File: src/rtl/sram_wr_pkg.sv
// Shared constants, FSM states and lane-to-bit mapping for the SRAM lane-pack writer.
package sram_wr_pkg;

    localparam int ADDR_W = 12;
    localparam int LANES  = 4;
    localparam int LANE_W = 8;
    localparam int DATA_W = LANES * LANE_W;
    localparam int CNT_W  = $clog2(LANES);

    typedef enum logic [1:0] {
        IDLE,
        FILL,
        FLUSH,
        DONE
    } state_e;

    // LSB of the D bit range for lane k; lane 0 sits in the top byte.
    function automatic int lane_slice(input int k);
        return DATA_W - LANE_W * (k + 1);
    endfunction

endpackage

File: src/rtl/sram_lane_packer.sv
// Collects accepted bytes into lanes 0..LANES-1 and presents a complete (or last, zero-padded) word.
module sram_lane_packer
    import sram_wr_pkg::*;
(
    input  logic              clk_i,
    input  logic              rst_i,
    input  logic              clear_i,
    input  logic              accept_i,
    input  logic [LANE_W-1:0] byte_i,
    input  logic              last_i,
    output logic              word_valid_o,
    output logic [DATA_W-1:0] word_o
);

    logic [CNT_W-1:0]  cnt_q;
    logic [LANE_W-1:0] lane_q [LANES];

    assign word_valid_o = accept_i & (last_i | (cnt_q == CNT_W'(LANES - 1)));

    // Lanes above the current byte are forced to zero, so stale lane_q contents never leak.
    always_comb begin
        word_o = '0;
        for (int k = 0; k < LANES; k++) begin
            if (k < int'(cnt_q)) begin
                word_o[lane_slice(k) +: LANE_W] = lane_q[k];
            end else if (k == int'(cnt_q)) begin
                word_o[lane_slice(k) +: LANE_W] = byte_i;
            end
        end
    end

    always_ff @(posedge clk_i) begin
        if (rst_i || clear_i) begin
            cnt_q <= '0;
        end else if (accept_i) begin
            lane_q[cnt_q] <= byte_i;
            cnt_q         <= word_valid_o ? '0 : cnt_q + CNT_W'(1);
        end
    end

endmodule

File: src/rtl/sram_lane_pack_writer.sv
// Packs a valid/ready byte stream into 32-bit words and writes them to the SRAM at incrementing addresses.
module sram_lane_pack_writer
    import sram_wr_pkg::*;
(
    input  logic              clk_i,
    input  logic              rst_i,
    input  logic              start_i,
    input  logic [ADDR_W-1:0] base_addr_i,
    input  logic [ADDR_W:0]   num_words_i,
    input  logic              in_valid_i,
    input  logic [LANE_W-1:0] in_data_i,
    input  logic              in_last_i,
    output logic              in_ready_o,
    output logic              CEB_o,
    output logic              WEB_o,
    output logic [ADDR_W-1:0] A_o,
    output logic [DATA_W-1:0] D_o,
    output logic              busy_o,
    output logic              done_o
);

    // Handshake: a byte transfers on a rising edge where in_valid_i and in_ready_o are both 1;
    // in_ready_o is registered and never depends on in_valid_i.

    state_e            state_q, state_d;
    logic [ADDR_W-1:0] addr_q, addr_d;
    logic [ADDR_W:0]   num_q, num_d;
    logic [ADDR_W:0]   wcnt_q, wcnt_d;
    logic              ready_d, busy_d, done_d, ceb_d, web_d;
    logic [ADDR_W-1:0] a_d;
    logic [DATA_W-1:0] d_d;

    logic              accept;
    logic              clear;
    logic              word_valid;
    logic [DATA_W-1:0] word;
    logic              final_word;

    assign accept     = in_valid_i & in_ready_o;
    assign clear      = (state_q == IDLE) & start_i;
    assign final_word = word_valid & (in_last_i | ((wcnt_q + (ADDR_W + 1)'(1)) == num_q));

    sram_lane_packer u_packer (
        .clk_i        (clk_i),
        .rst_i        (rst_i),
        .clear_i      (clear),
        .accept_i     (accept),
        .byte_i       (in_data_i),
        .last_i       (in_last_i),
        .word_valid_o (word_valid),
        .word_o       (word)
    );

    always_comb begin
        state_d = state_q;
        addr_d  = addr_q;
        num_d   = num_q;
        wcnt_d  = wcnt_q;
        ready_d = 1'b0;
        busy_d  = 1'b0;
        done_d  = 1'b0;
        ceb_d   = 1'b1;
        web_d   = 1'b1;
        a_d     = A_o;
        d_d     = D_o;
        case (state_q)
            IDLE: begin
                if (start_i) begin
                    addr_d = base_addr_i;
                    num_d  = num_words_i;
                    wcnt_d = '0;
                    if (num_words_i == '0) begin
                        state_d = DONE;
                        done_d  = 1'b1;
                    end else begin
                        state_d = FILL;
                        ready_d = 1'b1;
                        busy_d  = 1'b1;
                    end
                end
            end
            FILL: begin
                busy_d  = 1'b1;
                ready_d = 1'b1;
                if (word_valid) begin
                    ceb_d  = 1'b0;
                    web_d  = 1'b0;
                    a_d    = addr_q;
                    d_d    = word;
                    addr_d = addr_q + ADDR_W'(1);
                    wcnt_d = wcnt_q + (ADDR_W + 1)'(1);
                end
                if (final_word) begin
                    ready_d = 1'b0;
                    state_d = FLUSH;
                end
            end
            FLUSH: begin
                // The final write strobe is on the bus during this state.
                state_d = DONE;
                done_d  = 1'b1;
            end
            DONE: begin
                state_d = IDLE;
            end
            default: state_d = IDLE;
        endcase
    end

    always_ff @(posedge clk_i) begin
        if (rst_i) begin
            state_q    <= IDLE;
            addr_q     <= '0;
            num_q      <= '0;
            wcnt_q     <= '0;
            in_ready_o <= 1'b0;
            busy_o     <= 1'b0;
            done_o     <= 1'b0;
            CEB_o      <= 1'b1;
            WEB_o      <= 1'b1;
            A_o        <= '0;
            D_o        <= '0;
        end else begin
            state_q    <= state_d;
            addr_q     <= addr_d;
            num_q      <= num_d;
            wcnt_q     <= wcnt_d;
            in_ready_o <= ready_d;
            busy_o     <= busy_d;
            done_o     <= done_d;
            CEB_o      <= ceb_d;
            WEB_o      <= web_d;
            A_o        <= a_d;
            D_o        <= d_d;
        end
    end

endmodule

File: config.mk
export PLATFORM = sky130hd
export DESIGN_NAME = sram_lane_pack_writer
export DESIGN_NICKNAME = d
export VERILOG_FILES = /design/src/rtl/sram_wr_pkg.sv /design/src/rtl/sram_lane_packer.sv /design/src/rtl/sram_lane_pack_writer.sv
export SDC_FILE = /design/constraint.sdc
export NUM_CORES = 1
export LEC_CHECK = 0
export BUFFER_PORTS_ARGS = -buffer_cell sky130_fd_sc_hd__buf_2
export CORE_ASPECT_RATIO = 1.5
export CORE_MARGIN = 2
export CORE_UTILIZATION = 36
export DETAILED_ROUTE_END_ITERATION = 10
export GPL_TIMING_DRIVEN = 0
export PLACE_DENSITY = 0.6
export SLEW_MARGIN = 20
export SYNTH_ARGS = -nofsm -noshare
export SYNTH_HDL_FRONTEND = slang
export SYNTH_HIERARCHICAL = 1
export SYNTH_SLANG_ARGS = --single-unit
File: constraint.sdc
create_clock -name clk_i -period 3.96 [get_ports clk_i]
set_input_delay 0.792 -clock clk_i [delete_from_list [all_inputs] [get_ports clk_i]]
set_output_delay 0.792 -clock clk_i [all_outputs]
set_load 0.02 [all_outputs]
== Word level (Yosys, flattened, before mapping) ==
Memory sizes are Yosys's and may differ from the RTL's. A register that Yosys moved wholly into a read port is not among the register bits.
Index checks and enable logic that the tools add are counted.

* $add $sub $neg: 3
* $lt $le $gt $ge: 3
* Equality and inequality tests: 11
* Muxes and demuxes: 30
* Bitwise logic cells: 7
* Reductions and logical operators: 10

{| class="wikitable"
|+ Operators by type and width
! operator !! count
|-
| $mux W8 || 7
|-
| $mux W13 || 2
|-
| $pmux W13 S2 || 1
|-
| $mux W12 || 2
|-
| $pmux W12 S2 || 1
|-
| $add A13 B1 Y13 const B || 1
|-
| $eq A13 B13 Y1 || 1
|-
| $logic_not A13 Y1 || 1
|-
| $add A12 B1 Y12 const B || 1
|-
| $mux W1 || 9
|-
| $mux W2 || 4
|-
| $pmux W2 S4 || 1
|-
| $eq A2 B2 Y1 const B || 3
|-
| $pmux W1 S2 || 3
|-
| $reduce_and A2 Y1 || 3
|-
| $and A1 B1 Y1 || 4
|-
| $eq A2 B2 Y1 const A || 2
|-
| $logic_not A2 Y1 || 2
|-
| $lt A1 B2 Y1 const A || 2
|-
| $ne A2 B2 Y1 const B || 2
|-
| $reduce_and A3 Y1 || 1
|-
| $add A2 B1 Y2 const B || 1
|-
| $eq A1 B2 Y1 const A || 1
|-
| $eq A2 B1 Y1 const B || 1
|-
| 7 further kinds || 8
|}

* Register bits after elaboration: 90
* RAM bits: 32
* Input port bits: 38
* Memories: 1

{| class="wikitable"
|+ Memory list
! memory !! depth !! bits a word !! rd ports !! clocked after Yosys merged registers in !! write ports !! line !! RTL
|-
| u_packer.lane_q || 4 || 8 || 3 || 1 || 1 || sram_lane_packer.sv:16 || <nowiki>logic [LANE_W-1:0] lane_q [LANES];</nowiki>
|}

== Depth between registers and ports, before layout ==
Gate-level depths: netlist of run 1.

* Depth after elaboration: 6
* Mapped depth: 10
* Mapped depth without buffers: 8

== Cells and area by module ==
The synthesis of run 1 kept the hierarchy.

{| class="wikitable"
|+ Modules (own cells, without submodules)
! module !! instances !! cells an instance !! area each (µm²) !! sequential area each (µm²)
|-
| sram_lane_pack_writer || 1 || 512 || 3960.0 || 1761.7
|-
| sram_lane_packer || 1 || 107 || 1260.0 || 760.7
|}

== Worst setup path after synthesis of run 1 ==
Ideal clock, no wire load.

* Kind: register -> register
* Start: register wcnt_q[5]
* End: register state_q[1]
* Setup time: 0.157 ns
* Data arrival time: 2.464 ns
* Data required time: 3.803 ns
* Path slack: 1.338 ns
* Cell stages (with the launch flop): 9
* Buffers on the path: 1
* Period minus slack after synthesis: 2.622 ns
* Cells stage by stage: dfxtp_1 -> clkbuf_2 -> nand3_2 -> or4_2 -> xnor2_1 -> nor4_1 -> nand3_1 -> o41ai_1 -> a221oi_1

* Word-level cells in the longest chain between the ends: 6

{| class="wikitable"
|+ Ends and longest elaborated chain
! what !! line !! RTL
|-
| start: declaration || sram_lane_pack_writer.sv:28 || <nowiki>logic [ADDR_W:0] wcnt_q, wcnt_d;</nowiki>
|-
| start signal: assignment || sram_lane_pack_writer.sv:127 || <nowiki>wcnt_q <= wcnt_d;</nowiki>
|-
| $add A13 B1 Y13 || sram_lane_pack_writer.sv:41 || <nowiki>assign final_word = word_valid & (in_last_i | ((wcnt_q + (ADDR_W + 1)'(1)) == num_q));</nowiki>
|-
| $eq A13 B13 Y1 || sram_lane_pack_writer.sv:41 ||
|-
| $or A1 B1 Y1 || sram_lane_pack_writer.sv:41 ||
|-
| $and A1 B1 Y1 || sram_lane_pack_writer.sv:41 ||
|-
| $ne A2 B2 Y1 (no source line) || n/a ||
|-
| $reduce_and A2 Y1 (no source line) || n/a ||
|-
| end signal: assignment || sram_lane_pack_writer.sv:124 || <nowiki>state_q <= state_d;</nowiki>
|-
| end: declaration || sram_lane_pack_writer.sv:25 || <nowiki>state_e state_q, state_d;</nowiki>
|}

No other way between the ends.
A chain may end at the register's enable or synchronous reset.

== Final worst setup path of run 1 ==
* Start: register wcnt_q[3]
* End: register in_ready_o

* Word-level cells in the longest chain between the ends: 6

{| class="wikitable"
|+ Ends and longest elaborated chain
! what !! line !! RTL
|-
| $add A13 B1 Y13 || sram_lane_pack_writer.sv:41 ||
|-
| $eq A13 B13 Y1 || sram_lane_pack_writer.sv:41 ||
|-
| $or A1 B1 Y1 || sram_lane_pack_writer.sv:41 ||
|-
| $and A1 B1 Y1 || sram_lane_pack_writer.sv:41 ||
|-
| $mux W1 || sram_lane_pack_writer.sv:93 || <nowiki>if (final_word) begin</nowiki>
|-
| $pmux W1 S2 || sram_lane_pack_writer.sv:66 || <nowiki>case (state_q)</nowiki>
|-
| end signal: assignment || sram_lane_pack_writer.sv:128 || <nowiki>in_ready_o <= ready_d;</nowiki>
|-
| end: declaration || sram_lane_pack_writer.sv:13 || <nowiki>output logic in_ready_o,</nowiki>
|}

No other way between the ends.

==> impl_results.md, run 1 <==
* Status: finished, final reports clean
* Largest net degree at the start of global routing at 17
* Rel. slew slack at 0.540
* Commonest cells after routing, fill and taps aside: nand2_1 (165), dfxtp_1 (90), buf_2 (89), a21oi_1 (79), nor2_1 (40)
* LEAKAGE at 2.50 nW
* Chip width at 102 um
* Most Used Layer, Global Route: met2
* Max Slew Vio Count at 0
* Distinct cells, synth at 58
* Root Driver: clkbuf_16
* Drt initial violations at 202
* Setup CP Type: reg2reg
* Port Buf Inserts at 86
* RD Place Congestion at 0.854
* Global Route met1 Usage at 0.203
* # rows at 53
* CTS tree: built
* Worst-Margin Slew at 681 ps
* Synthesis-to-layout area growth at 24.3%
* Hold Buf Count CTS at 0
* Clock tree sinks at 114
* Setup TNS at 0 ps
* Tot Pwr at 3.64 mW
* Starting Density at 0.370
* Startpoint types: flop
* All-layer global routing usage at 0.187
* Die Ht at 151 um
* # diodes at 0
* Mapped Nets at 667
* Number of vias in the routed layout at 4715
* Clock skew at 5.80 ps
* Peak VDD IR at 0.000286 V
* RSZ-0062 raised after global routing: no
* Dpl cell area at 5890 um^2
* CP Cell Sequence: nand3_2 > or4_2 > xnor2_1 > nor4_1 > nand3_1 > o41ai_1 > a211oi_1
* Cell area after synthesis at 5220 um^2
* Design area at 6490 um^2
* First-pass GRT wire length at 22.3 mm
* Final setup viols at 0
* Share of layout cells above drive strength 1 at 0.205
* PwrDens at 561 nW/um^2
* Core Footprint at 14100 um^2
* H-tree lvl count at 4
* Yosys warning count at 6
* Final ANT Viol Nets at 0
* Estimated wirelength of the detail-placed design at 10.5 mm
* Worst Path Required at 4210 ps
* Drt wl/cell at 15.1 um
* Post-CTS setup buffers at 0
* Syn Inst Count at 619
* Detailed Route WL at 14.1 mm
* Grt total ovfl at 0
* CP Data Arrival Time at 3330 ps
* Post-synth EDFFs at 24
* Asr flop ratio synth at 0
* CP Capture Type: flop
* Hold Vio Cnt, Final at 0
* Sequential fraction of the synthesis area at 0.483
* Resized Gates After CTS at 0
* Period utilization at 0.778
* Max-Cap Viols at 0
* Most common cell after layout, fill and taps aside: nand2_1
* Crit-path slowest cell: or4_2
* Max Fanout on Critical Path at 6
* Synth Area per Inst at 8.43 um^2
* DRC violations left at 0
* Worst skew pair latency at 410 ps
* Clk buf depth at 2
* Top_reg_cell synth: dfxtp_1
* Fin crit period at 3080 ps
* Worst path max stage delay at 750 ps
* Final net count at 772
* Vias in the first global route at 4571
* Vias per cell at 5.08
* DR pass1 iterations at 5
* Die Area at 15500 um^2
* Reg clk slew, reported paths at 50 ps
* Initial antenna violation count at 0
* Met2 Use GR at 0.344
* I/O pin total at 87
* Met3 usage at 0.0390
* Peak Freq at 325 MHz
* Yosys reg bits at 114
* Hold Crit Class: reg2reg
* TritonCTS buffer count at 17
==> cells by family (layout without fill, tap and decap cells) <==
logic type      count (synthesis)  in the layout  synth area share
mux                            12             12            0.0252
compound gates                154            154             0.172
buf+inv                        45            163            0.0391
xor+xnor                       17             17            0.0285
simple gates                  267            267             0.228
flops                         114            114             0.483
fa+ha+maj                      10             10            0.0240
==> critical path: cells and delay by family (launching register included) <==
kind             cells  cell delay, ps
AND/OR/NAND/NOR      4            1490
AO/OA/AOI/OAI        2             800
flip-flops           1             460
XOR/XNOR             1             170
==> report_power, final <==
| part | total (mW) | internal, mW | switching [mW] |
|---|---|---|---|
| Combinational | 0.717 | 0.259 | 0.458 |
| Sequential | 1.38 | 1.29 | 0.0947 |
| Clock | 1.54 | 1.02 | 0.520 |
| Total | 3.64 | 2.57 | 1.07 |
==> metal layers <==
| layer | part of all wire | vias to the layer above |
|---|---|---|
| li1 | - | 2351 |
| met1 | 0.40 | 2195 |
| met2 | 0.54 | 147 |
| met3 | 0.044 | 22 |
| met4 | 0.021 | 0 |
| met5 | 0 | - |
==> cell type report <==
class	instances	area [um^2]
inverters	7	26.3
repair buffers	86	430
clock buffers	22	464
clock inverters	10	133
flip-flops and latches	114	2520
fillers	1416	7640
well taps	192	240
plain buffers	38	178
multi-input cells	460	2490
==> stage by stage <==
stage	utilization	worst slack [ps]	hold slack, ps	cells
2_1_floorplan	-	1340	440	619
3_3_place_gp	0.417	806	442	897
3_5_place_dp	0.417	729	444	897
4_1_cts	0.459	893	451	929
5_1_grt	0.459	664	470	929
6_report	0.459	879	449	929
==> registers in the layout, summed over array words and instances (netlist names), 2 cells and up <==
register and flops:
state_q 2, u_packer/lane_q 24, wcnt_q 13, D_o 32, addr_q 12, num_q 13
A_o 12, u_packer/cnt_q 2
==> cell usage after synthesis, types with 6 or more instances <==
cell / instances / area [um^2]
a211oi_1: 10 / 75.1
a21oi_1: 79 / 395
a22oi_1: 7 / 52.6
and2_2: 8 / 60.1
and3_1: 8 / 50.1
clkbuf_1: 27 / 101
dfxtp_1: 90 / 1800
edfxtp_1: 24 / 721
ha_1: 10 / 125
inv_1: 7 / 26.3
mux2_2: 8 / 90.1
nand2_1: 165 / 619
nand3_1: 12 / 60.1
nor2_1: 40 / 150
nor3_1: 6 / 30.0
nor4_1: 6 / 37.5
o21ai_0: 34 / 170
xnor2_1: 11 / 96.3
xor2_1: 6 / 52.6
==> path summary, 6_finish.rpt <==
path	depth (start not counted)	to	slack, ps	from
max	7	in_ready_o	880	wcnt_q[3]
min reg2reg	2	D_o[17]	450	D_o[17]
max reg2reg	7	in_ready_o	880	wcnt_q[3]
min	2	D_o[17]	450	D_o[17]
Power figures use the tool's default switching activity.
==> run 2: changes to the inputs <==
Settings changed: PLACE_DENSITY 0.6 to 0.62.
Clock period 3.96 ns to 2.79 ns, I/O delays scaled along.
==> run 2 against run 1 <==
- clock skew up 1.5 ps
- non-clock buffer count unchanged
- first-iteration DRC count up 50%
- die area unchanged
- clock power up 32%
- core utilization about the same
- count of clock-buffer cells in the layout up 5
- worst setup slack worse by 770 ps
- power up 39%
==> impl_results.md, run 2 (synthesis results as in run 1) <==
* Reg clk slew, reported paths at 50 ps (about the same)
* Number of vias in the routed layout at 4785 (+1.5%)
* Cell count after placement at 897 (unchanged)
* Peak Freq at 373 MHz (+15%)
* Hold Vio Cnt, Final at 0 (unchanged)
* DR pass1 iterations at 5 (unchanged)
* Reg2Reg Setup Slack at 110 ps (-770 ps)
* H-tree lvl count at 4 (unchanged)
* R2r endpoint: state_q[1]
* Rel. slew slack at 0.576 (+0.0353)
* Hold Crit Class: in2reg
* Design area at 6490 um^2 (about the same)
* Most Used Layer, Global Route: met2
* Layout fillers at 1399 (-1.2%)
* Final net count at 772 (unchanged)
* Die Ht at 151 um (unchanged)
* Final setup viols at 0 (unchanged)
* Register Area at 2530 um^2 (+0.15%)
* Pre-CTS setup slack at -194 ps (-924 ps)
* PwrDens at 778 nW/um^2 (+39%)
* Status: finished, final reports clean
* Drt initial violations at 302 (+50%)
* Worst-Margin Slew at 636 ps (-44.1 ps)
* WHS Path Cells at 2 (unchanged)
* Max Fanout on Critical Path at 8 (+2)
* Worst reg2reg path depth at 8 (+1)
* Peak VDD IR at 0.000421 V (+47%)
* LEAKAGE at 2.49 nW (-0.29%)
* Fin crit period at 2680 ps (-404 ps)
* Port Buf Inserts at 86 (unchanged)
* Chip width at 102 um (unchanged)
* Clock tree sinks at 114 (unchanged)
* RSZ-0062 raised after global routing: no
* Registers with the most flip-flops: D_o (32), u_packer/lane_q (24)
* Clk buf depth at 2 (unchanged)
* Drt wl/cell at 15.6 um (+3.4%)
* Max reg flops at 32 (unchanged)
* Vias per cell at 5.15 (+1.5%)
* Max Slew Vio Count at 0 (unchanged)
* Global Route met1 Usage at 0.207 (+0.00340)
* CP Data Arrival Time at 2980 ps (-350 ps)
* Die Area at 15500 um^2 (unchanged)
* Vias in the first global route at 4673 (+2.2%)
* Setup CP Type: reg2reg
* Clock skew at 7.32 ps (+1.52 ps)
* Met3 usage at 0.0417 (+0.00275)
* Hold path startpoint: rst_i
* Startpoint types: flop
* RD Place Congestion at 0.885 (+3.6%)
* Multi-input logic area at 2520 um^2 (+1.2%)
* CP Capture Type: flop
* Setup ws final at 113 ps (-766 ps)
* Largest Register: D_o
* Core Footprint at 14100 um^2 (unchanged)
* Setup TNS at 0 ps (unchanged)
* Detailed Route WL at 14.5 mm (+3.4%)
* Tot Pwr at 5.04 mW (+39%)
* Largest net degree at the start of global routing at 17 (unchanged)
* Final ANT Viol Nets at 0 (unchanged)
* CTS tree: built
* Worst R2R Start: wcnt_q[5]
* Estimated wirelength of the detail-placed design at 10.6 mm (+0.63%)
* Met2 Use GR at 0.347 (+0.00329)
* Worst Path Required at 3090 ps (-1120 ps)
* Hold Buf Count CTS at 0 (unchanged)
* Max-Cap Viols at 0 (unchanged)
* Non-filler cells, final at 929 (unchanged)
* Worst skew pair latency at 410 ps (about the same)
* Min-Delay Endpoint: u_packer/cnt_q[1]
* # diodes at 0 (unchanged)
* Synthesis-to-layout area growth at 24.3% (about the same)
* Initial antenna violation count at 0 (unchanged)
* TritonCTS buffer count at 17 (unchanged)
* Share of layout cells above drive strength 1 at 0.218 (+0.0136)
* I/O pin total at 87 (unchanged)
* DRC violations left at 0 (unchanged)
* Root Driver: clkbuf_16
* Period utilization at 0.960 (+0.182)
* All-layer global routing usage at 0.193 (+0.00572)
* Commonest cells after routing, fill and taps aside: nand2_1 (165), buf_2 (89), dfxtp_1 (87), a21oi_1 (79), nor2_1 (39)
* First-pass GRT wire length at 22.9 mm (+2.6%)
* # rows at 53 (unchanged)
* Starting Density at 0.370 (unchanged)
* Dpl cell area at 5890 um^2 (unchanged)
* Most common cell after layout, fill and taps aside: nand2_1
* Grt total ovfl at 0 (unchanged)
-- run 2: changes by cell type in the layout (fill, tap and decap cells not counted), sizes merged --
cell | before | now
inv | 8 | 7
buf | 96 | 97
clkbuf | 50 | 54
clkinvlp | 2 | 0
bufinv | 3 | 1
-- run 2: critical path: stages (launching register included) --
cell,delay (ps)
dfxtp_1,310
clkbuf_2,190
nand3_2,170
or4_4,590
xnor2_1,180
nor4_2,260
nand4b_1,160
or4_4,450
a221oi_1,260
-- run 2: how the worst max path moves through the flow --
stage,start,endpoint,slack [ps]
after floorplan,wcnt_q[5],state_q[1],170
after global placement,in_valid_i,wcnt_q[2],-170
after detailed placement,in_valid_i,wcnt_q[2],-190
after CTS,wcnt_q[0],state_q[1],10
after global routing,wcnt_q[1],state_q[0],60
final,wcnt_q[5],state_q[1],110
-- run 2: stage by stage --
step / hold WS [ps] / util
3_5_place_dp: 445 / 0.417
2_1_floorplan: 440 / -
6_report: 391 / 0.459
3_3_place_gp: 441 / 0.417
5_1_grt: 392 / 0.459
4_1_cts: 376 / 0.458
-- run 2: timing repair --
| item | 4_1_cts | 5_1_grt |
|---|---|---|
| hold endpoints to repair | 0 | 0 |
| pin swaps | 0 | 2 |
| resized for setup | 6 | 7 |
| setup endpoints to repair | 14 | 17 |
| setup buffers | 0 | 1 |
-- run 2: layout make-up --
type	count	share of cell area
Buffer	37	0.0270
Multi-Input combinational cell	460	0.389
Sequential cell	114	0.389
Inverter	7	0.00405
Clock inverter	5	0.00829
Clock buffer	27	0.0775
Tap cell	192	0.0370
Timing Repair Buffer	87	0.0675
-- run 2: report_power, final --
part           switching (mW)  internal (mW)  leakage (nW)
sequential              0.136           1.83         0.947
combinational           0.671          0.373          1.27
clock                   0.718           1.32         0.275
-- run 2: metal layers --
| metal | part of all wire | wire (um) |
|---|---|---|
| met5 | 0 | 0 |
| met3 | 0.053 | 767 |
| met4 | 0.042 | 603 |
| met2 | 0.52 | 7510 |
| met1 | 0.39 | 5640 |
==> run 3: changes to the inputs <==
Settings changed: PLACE_DENSITY 0.62 to 0.6.
Clock period 2.79 ns to 2.6 ns, I/O delays scaled along.
==> run 3 against run 2 <==
- critical path depth is 1 lower
- critical endpoint is now state_q[0]
- sequential power grew 7%
- cell area grew 1.4%
- combinational power is 8% higher
- power increased by 10%
- via count down 1.5%
- critical path type unchanged
- cell count increased by 0.11%
- clock skew is 3.2 ps higher
- largest cell class is now multi-input gates
- flip-flop and latch count is the same
- wire length fell by 1.1%
- non-clock buffer count increased by 1
==> impl_results.md, run 3 (synthesis results as in run 1) <==
* Detailed Route WL at 14.4 mm (-1.1%)
* Vias in the first global route at 4583 (-1.9%)
* Clock skew at 10.6 ps (+3.23 ps)
* Met3 usage at 0.0440 (+0.00229)
* Max reg flops at 32 (unchanged)
* Core Footprint at 14100 um^2 (unchanged)
* Clock tree sinks at 114 (unchanged)
* Chip width at 102 um (unchanged)
* Period utilization at 0.956 (-0.00393)
* Hold path startpoint: rst_i
* First-pass GRT wire length at 22.7 mm (-0.79%)
* NetSw at 1.65 mW (+8.0%)
* Port Buf Inserts at 86 (unchanged)
* Worst R2R Start: wcnt_q[4]
* Startpoint types: flop
* Worst-Margin Slew at 681 ps (+44.4 ps)
* Met2 Use GR at 0.338 (-0.00921)
* Peak Freq at 402 MHz (+7.7%)
* Internal power at 3.90 mW (+11%)
* Initial antenna violation count at 0 (unchanged)
* All-layer global routing usage at 0.191 (-0.00201)
* Final ANT Viol Nets at 0 (unchanged)
* Hold Vio Cnt, Final at 0 (unchanged)
* CP most frequent cell: or4_4
* Non-filler cells, final at 930 (+0.11%)
* Most common cell after layout, fill and taps aside: nand2_1
* Worst skew pair latency at 410 ps (about the same)
* Synthesis-to-layout area growth at 26.0%
* Registers with the most flip-flops: D_o (32), u_packer/lane_q (24)
* Root Driver: clkbuf_16
* Finished Core Util at 0.465 (+0.00629)
* Final setup viols at 0 (unchanged)
* Reg clk slew, reported paths at 60 ps (about the same)
* Most Used Layer, Global Route: met2
* Clk buf depth at 2 (unchanged)
* Die Area at 15500 um^2 (unchanged)
* DRC violations left at 0 (unchanged)
* Rel. slew slack at 0.546 (-0.0296)
* Share of layout cells above drive strength 1 at 0.232 (+0.0133)
* # diodes at 0 (unchanged)
* Drt wl/cell at 15.4 um (-1.3%)
* Global Route met1 Usage at 0.216 (+0.00983)
* CP Capture Type: flop
* I/O pin total at 87 (unchanged)
* Status: finished, final reports clean
* CP Data Arrival Time at 2810 ps (-170 ps)
* Sw Share at 0.297 (-0.00557)
* Final net count at 773 (+0.13%)
* Worst path max stage delay at 570 ps (-20 ps)
* Commonest cells after routing, fill and taps aside: nand2_1 (165), buf_2 (89), dfxtp_1 (87), a21oi_1 (79), nor2_1 (39)
* Hold Crit Class: in2reg
* CP Cell Sequence: nand3_4 > or4_4 > xnor2_1 > nor4_2 > nand4b_1 > or4_4 > a221oi_2
* LEAKAGE at 2.53 nW (+1.4%)
* Comb power frac at 0.201 (-0.006)
* Hold Buf Count CTS at 0 (unchanged)
* Peak VDD IR at 0.000451 V (+7.1%)
* Layout fillers at 1445 (+3.3%)
* CP delay by family, top: simple AND/OR/NAND/NOR gates
* Max Fanout on Critical Path at 7 (-1)
* Largest net degree at the start of global routing at 17 (unchanged)
* Grt total ovfl at 0 (unchanged)
* TritonCTS buffer count at 17 (unchanged)
* # rows at 53 (unchanged)
* Cell count after placement at 897 (unchanged)
* CP Buf/Inv Count at 0 (-1)
* Largest Register: D_o
* RD Place Congestion at 0.882 (-0.34%)
* Starting Density at 0.370 (unchanged)
* Sequential power share at 0.381 (-0.009)
* DR pass1 iterations at 6 (+1)
* CTS tree: built
* Crit-path slowest cell: or4_4
* Drt initial violations at 275 (-8.9%)
* Power share of the clock group at 0.418 (+0.015)
* Number of vias in the routed layout at 4711 (-1.5%)
* Max-Cap Viols at 0 (unchanged)
* Die Ht at 151 um (unchanged)
* Estimated wirelength of the detail-placed design at 10.6 mm (about the same)
* Worst Path Required at 2920 ps (-170 ps)
* PwrDens at 844 nW/um^2 (+8.6%)
* Worst setup path startpoint: wcnt_q[4]
* Setup CP Type: reg2reg
* Max Slew Vio Count at 0 (unchanged)
* H-tree lvl count at 4 (unchanged)
* Fin crit period at 2480 ps (-193 ps)
* Vias per cell at 5.07 (-1.7%)
==> run 3: layout make-up <==
class / instances / area (um^2) / share of cell area
Buffer: 37 / 179 / 0.0272
Clock buffer: 23 / 499 / 0.0759
Clock inverter: 9 / 103 / 0.0156
Inverter: 7 / 26.3 / 0.00400
Multi-Input combinational cell: 460 / 2560 / 0.389
Sequential cell: 114 / 2530 / 0.384
Tap cell: 192 / 240 / 0.0365
Timing Repair Buffer: 88 / 445 / 0.0677
==> run 3: power groups by stage <==
stage	registers, mW	logic, mW	clock network (mW)
2_1_floorplan	2.13	0.764	0
3_3_place_gp	2.14	1.07	0
4_1_cts	2.11	1.10	2.37
6_report	2.11	1.12	2.32
5_1_grt	2.13	1.26	2.47
3_5_place_dp	2.14	1.09	0
==> run 3: metal layers <==
metal  vias up  part of all wire
li1       2350                 -
met1      2213              0.41
met2       125              0.51
met3        23             0.045
met4         0             0.028
met5         -                 0
==> run 3: worst paths after layout <==
path                       end  slack [ps]  cells after the start
max reg2reg         state_q[0]         120                      7
min reg2reg             D_o[2]         450                      2
max                 state_q[0]         120                      7
min          u_packer/cnt_q[1]         360                      2
==> run 3: through the flow <==
step / power (mW) / setup WS [ps] / TNS (ps) / instance area, um^2 / hold slack, ps
floorplan: 2.89 / 91.4 / 0 / 5230 / 440
global placement: 3.21 / -286 / -2610 / 5900 / 441
detailed placement: 3.23 / -361 / -3690 / 5900 / 445
CTS: 5.58 / 2.54 / 0 / 6520 / 332
global route: 5.86 / -22.9 / -22.9 / 6580 / 333
finish: 5.55 / 115 / 0 / 6580 / 357
==> run 3: repair_timing <==
action	CTS	global route
pin swaps	1	3
endpoints found under the setup margin	23	29
gates resized for setup	9	14
setup buffers	0	2
